### src/rtl/wave_pkg.sv
// Shared definitions for the ROM waveform player: FSM state encoding and playback mode.
package wave_pkg;

  typedef enum logic [1:0] {
    ST_IDLE  = 2'd0,
    ST_RUN   = 2'd1,
    ST_DRAIN = 2'd2
  } wave_state_t;

  localparam logic MODE_LOOP    = 1'b0;
  localparam logic MODE_ONESHOT = 1'b1;

endpackage

### src/rtl/rom_lat_pipe.sv
// Valid delay line matching the ROM read latency; tail marks the cycle rom_data is usable.
module rom_lat_pipe #(
  parameter int LAT = 1
) (
  input  logic clk,
  input  logic rst,
  input  logic din,
  output logic tail
);

  logic [LAT-1:0] sr;

  always_ff @(posedge clk) begin
    if (rst) begin
      sr <= '0;
    end else begin
      sr[0] <= din;
      for (int i = 1; i < LAT; i++) begin
        sr[i] <= sr[i-1];
      end
    end
  end

  assign tail = sr[LAT-1];

endmodule

### src/rtl/rom_wave_player.sv
// ROM waveform sequencer: paced reads over a wrapping table segment, latency-aligned DAC output.
module rom_wave_player
  import wave_pkg::*;
#(
  parameter int DATA_W  = 32,
  parameter int ADDR_W  = 10,
  parameter int DIV_W   = 8,
  parameter int ROM_LAT = 1
) (
  input  logic              clk,
  input  logic              rst,
  input  logic [DIV_W-1:0]  cfg_div,
  input  logic [ADDR_W-1:0] cfg_start_addr,
  input  logic [ADDR_W:0]   cfg_len,
  input  logic              cfg_oneshot,
  input  logic              start,
  input  logic              stop,
  output logic [ADDR_W-1:0] rom_addr,
  output logic              rom_en,
  input  logic [DATA_W-1:0] rom_data,
  output logic [DATA_W-1:0] da_data,
  output logic              da_valid,
  output logic              busy,
  output logic              done,
  output wave_state_t       fsm_state
);

  localparam int CNT_W = ADDR_W + 1;
  localparam int DR_W  = (ROM_LAT > 1) ? $clog2(ROM_LAT) : 1;
  localparam logic [ADDR_W:0] FULL_LEN = {1'b1, {ADDR_W{1'b0}}};

  wave_state_t       state;
  logic [DIV_W-1:0]  div_l;
  logic [DIV_W-1:0]  div_cnt;
  logic [ADDR_W-1:0] start_l;
  logic [ADDR_W:0]   len_l;
  logic [ADDR_W:0]   idx;
  logic [ADDR_W:0]   last_idx;
  logic              oneshot_l;
  logic [DR_W-1:0]   drain_cnt;
  logic              pipe_tail;

  assign last_idx  = len_l - CNT_W'(1);
  assign busy      = (state != ST_IDLE);
  assign fsm_state = state;

  always_ff @(posedge clk) begin
    if (rst) begin
      state     <= ST_IDLE;
      div_l     <= '0;
      div_cnt   <= '0;
      start_l   <= '0;
      len_l     <= '0;
      idx       <= '0;
      oneshot_l <= MODE_LOOP;
      drain_cnt <= '0;
      rom_addr  <= '0;
      rom_en    <= 1'b0;
      done      <= 1'b0;
    end else begin
      rom_en <= 1'b0;
      done   <= 1'b0;
      case (state)
        ST_IDLE: begin
          // start wins over a simultaneous stop; config is frozen here for the whole run
          if (start) begin
            div_l     <= cfg_div;
            start_l   <= cfg_start_addr;
            len_l     <= (cfg_len == '0) ? FULL_LEN : cfg_len;
            oneshot_l <= cfg_oneshot;
            div_cnt   <= '0;
            idx       <= '0;
            state     <= ST_RUN;
          end
        end
        ST_RUN: begin
          if (stop) begin
            state     <= ST_DRAIN;
            drain_cnt <= '0;
          end else begin
            div_cnt <= (div_cnt == div_l) ? '0 : div_cnt + DIV_W'(1);
            if (div_cnt == '0) begin
              rom_en   <= 1'b1;
              rom_addr <= start_l + idx[ADDR_W-1:0];
              if (idx == last_idx) begin
                idx <= '0;
                if (oneshot_l == MODE_ONESHOT) begin
                  state     <= ST_DRAIN;
                  drain_cnt <= '0;
                end
              end else begin
                idx <= idx + CNT_W'(1);
              end
            end
          end
        end
        ST_DRAIN: begin
          if (drain_cnt == DR_W'(ROM_LAT - 1)) begin
            done  <= 1'b1;
            state <= ST_IDLE;
          end else begin
            drain_cnt <= drain_cnt + DR_W'(1);
          end
        end
        default: state <= ST_IDLE;
      endcase
    end
  end

  rom_lat_pipe #(.LAT(ROM_LAT)) u_pipe (
    .clk  (clk),
    .rst  (rst),
    .din  (rom_en),
    .tail (pipe_tail)
  );

  always_ff @(posedge clk) begin
    if (rst) begin
      da_data  <= '0;
      da_valid <= 1'b0;
    end else begin
      da_valid <= pipe_tail;
      if (pipe_tail) begin
        da_data <= rom_data;
      end
    end
  end

endmodule

### config.mk
export PLATFORM = sky130hd
export DESIGN_NAME = rom_wave_player
export DESIGN_NICKNAME = d
export VERILOG_FILES = /design/src/rtl/wave_pkg.sv /design/src/rtl/rom_lat_pipe.sv /design/src/rtl/rom_wave_player.sv
export SDC_FILE = /design/constraint.sdc
export NUM_CORES = 1
export LEC_CHECK = 0
export CAP_MARGIN = 10
export CORE_MARGIN = 2
export CORE_UTILIZATION = 30
export CTS_CLUSTER_DIAMETER = 50
export DETAILED_ROUTE_END_ITERATION = 10
export HOLD_SLACK_MARGIN = 0.08
export PLACE_DENSITY = 0.52
export RECOVER_POWER = 25
export SYNTH_ARGS = -nofsm -noshare
export SYNTH_HDL_FRONTEND = slang
export SYNTH_SLANG_ARGS = --single-unit
### constraint.sdc
create_clock -name clk -period 2.8 [get_ports clk]
set_clock_uncertainty 0.1 [all_clocks]
set_input_delay 0.56 -clock clk [delete_from_list [all_inputs] [get_ports clk]]
set_output_delay 0.56 -clock clk [all_outputs]
set_load 0.005 [all_outputs]
==> impl_metrics.py <==
metrics = {
    "outcome": {
        "status": "finished with violations",
        "violations": "max-capacitance violations, max-slew violations",
    },
    "setup_path": {
        "r2r-end": "start_l[6]",
        "r2r_cells": 5,
        "crit_path_max_fanout": 30,
        "worstSetupStartpointType": "input pin",
        "crit_type": "input pin to flip-flop",
        "crit_required_ns": 2.99,
        "r2r_slack_ns": 0.41,
        "arrival_ns": 2.70,
        "r2r_start": "fsm_state[0]",
        "end_kind": "flip-flop",
    },
    "synth": {
        "synth_most_common_cell": "dfxtp_1",
        "synth_ff_type": "dfxtp_1",
        "ys_ff_latch": 97,
        "yosysSeqAreaShare_pct": 42.6,
        "yosysWarnings": 0,
        "synth_area_leaders": "dfxtp_1, nand2_1, mux2i_1",
        "ys_top_cells_by_count": "dfxtp_1, nand2_1, nor2_1, a21oi_1, mux2i_1",
        "avgSynthCellArea_um2": 8.70,
        "syn_nets": 604,
        "async_flop_share_pct": 0,
        "yosys.area.top_type": "dfxtp_1",
        "synth_top_area_share_pct": 42.6,
        "synth_area_um2": 4560,
        "synth_edf_count": 0,
        "synthCells": 524,
        "synth_cell_type_count": 59,
    },
    "clocking": {
        "path_clk_slew_ns": 0.08,
        "cts.sinks": 97,
        "post_cts_buffers": 0,
        "root_buffer": "clkbuf_16",
        "numCtsBuffers": 9,
        "cts_hold_buf": 0,
        "h-tree-depth": 3,
        "cts_resized": 0,
        "worstSkewPairLatency_ns": 0.36,
        "tritoncts": "built",
        "cts_buffer_depth": 2,
    },
    "placement": {
        "dpl.hpwl_um": 8780,
        "dpl-instance-area_um2": 5910,
        "gp_congestion": 0.858,
        "port_buffers": 113,
    },
    "grt": {
        "grt_pass1_vias": 3896,
        "grt_first_pass_wirelength_um": 19100,
        "antenna_found_initial": 0,
        "grt_overflow": 0,
        "grt_use_total_pct": 14.7,
        "grt_max_degree": 45,
    },
    "worst_hold_path": {
        "min_path_type": "flip-flop to flip-flop",
        "hold_depth": 2,
        "min_to": "rom_addr[4]",
        "holdCritStartpoint": "rom_addr[4]",
    },
    "die": {
        "die_y_um": 127,
        "die_width_um": 127,
        "rows": 45,
        "initial_utilization_pct": 30.3,
        "fp.dieArea_um2": 16200,
        "boundaryPins": 114,
        "core_area_um2": 15000,
    },
    "sta": {
        "worst_slew_margin_rel_pct": -16.7,
        "fin_crit_sh_pct": 89.6,
        "finalMaxSlewViolations": 34,
        "fin_setup_tns_ns": 0,
        "rsz0062_at_grt": "no",
        "setup_viol": 0,
        "timing.fmax_mhz": 398,
        "final-hold-violation-count": 0,
        "hold_ws_ns": 0.360,
        "fin_crit_ns": 2.51,
        "max_slew.worst_pin.slew_ns": 1.75,
    },
    "cells_and_area": {
        "area_growth_pct": 36.5,
        "final_cell_area_um2": 6220,
        "drive_above_1_share_pct": 6.72,
        "fin_nets": 715,
        "n_antenna_cell": 0,
    },
    "power": {
        "p_leak_nw": 2.30,
        "power_density_nw_per_um2": 519,
        "ir_worst_vdd_mv": 0.276,
    },
    "detailed_routing": {
        "drt_iter0_drc": 181,
        "ant_nets": 0,
        "viasPerCell": 4.73,
        "drt_first_pass_iters": 4,
        "postRouteWirelength_um": 11500,
        "post_drt_wl_per_cell_um": 13.9,
        "vias": 3914,
        "drc": 0,
    },
    "flow_run": {
        "drv_cap": 1,
    },
}
[worst max path at each step]
stage	from	endpoint	slack, ns	cells past startpoint
finish	start	start_l[6]	0.29	5
floorplan	len_l[0]	idx[10]	0.65	8
CTS	idx[0]	rom_addr[8]	0.41	9
global route	start	start_l[6]	0.12	5
global placement	stop	idx[9]	0.31	7
detailed placement	stop	idx[4]	0.22	7
[state kept, by name (all words and copies together), names as in the netlist]
signal / cells
da_data: 32
da_valid: 1
div_cnt: 8
div_l: 8
done: 1
fsm_state: 2
idx: 11
len_l: 11
oneshot_l: 1
rom_addr: 10
rom_en: 1
start_l: 10
u_pipe.tail: 1
[area by class of cell]
class | instances | area, um2
Fill cell | 1480 | 8810
Timing Repair Buffer | 124 | 1200
Tap cell | 188 | 235
Multi-Input combinational cell | 393 | 2480
Clock buffer | 9 | 225
Clock inverter | 7 | 96.3
Sequential cell | 97 | 1940
Inverter | 10 | 37.5
[kinds of logic after synthesis]
kind of cell             synth area share (%)
adder cells (fa/ha/maj)                  4.01
multiplexers                             7.02
AND/OR/NAND/NOR                          24.8
buffers and inverters                    2.94
flip-flops                               42.6
XOR/XNOR                                 7.68
AO/OA/AOI/OAI                            10.9
[layout by cell type (no fill, tap or decap), types with 7 or more instances in the layout]
| cell | instances |
|---|---|
| dfxtp_1 | 97 |
| a21oi_1 | 40 |
| nor3_1 | 9 |
| inv_1 | 10 |
| clkbuf_16 | 9 |
| nor2b_1 | 8 |
| xor2_1 | 22 |
| clkdlybuf4s50_1 | 112 |
| nand2_1 | 89 |
| buf_4 | 9 |
| mux2i_1 | 32 |
| nor2_1 | 67 |
| xnor2_1 | 18 |
| nor4_1 | 7 |
| ha_1 | 13 |
| nand3_1 | 10 |
[metrics by stage]
stage / setup slack (ns) / cells / util (%) / power (mW)
after floorplan: 0.649 / 524 / - / 1.74
after global placement: 0.310 / 812 / 39.3 / 1.94
after detailed placement: 0.220 / 812 / 39.3 / 1.95
after CTS: 0.406 / 828 / 41.4 / 3.28
after global routing: 0.119 / 828 / 41.4 / 3.39
final: 0.290 / 828 / 41.4 / 3.23
[worst max-delay path, stage by stage]
cell and delay (ns):
clkdlybuf4s50_1 0.49, and2_1 0.13, clkbuf_1 1.06, nand2_1 0.28, a21oi_1 0.18
[per-layer routing]
layer	wire [um]	vias to the layer above	part of all wire, %	track usage (%)
met1	5570	1773	48	19.1
met4	131	0	1.1	4.33
met2	5310	107	46	24.4
met3	510	10	4.4	3.48
li1	-	2024	-	-
met5	0	-	0	0
[where the power goes]
group | total [mW] | internal (mW) | switching [mW]
clock network | 1.32 | 0.722 | 0.599
registers | 1.47 | 1.42 | 0.0498
logic | 0.435 | 0.229 | 0.206
total | 3.23 | 2.38 | 0.856
Note: power is estimated with default switching activity, not from simulation.
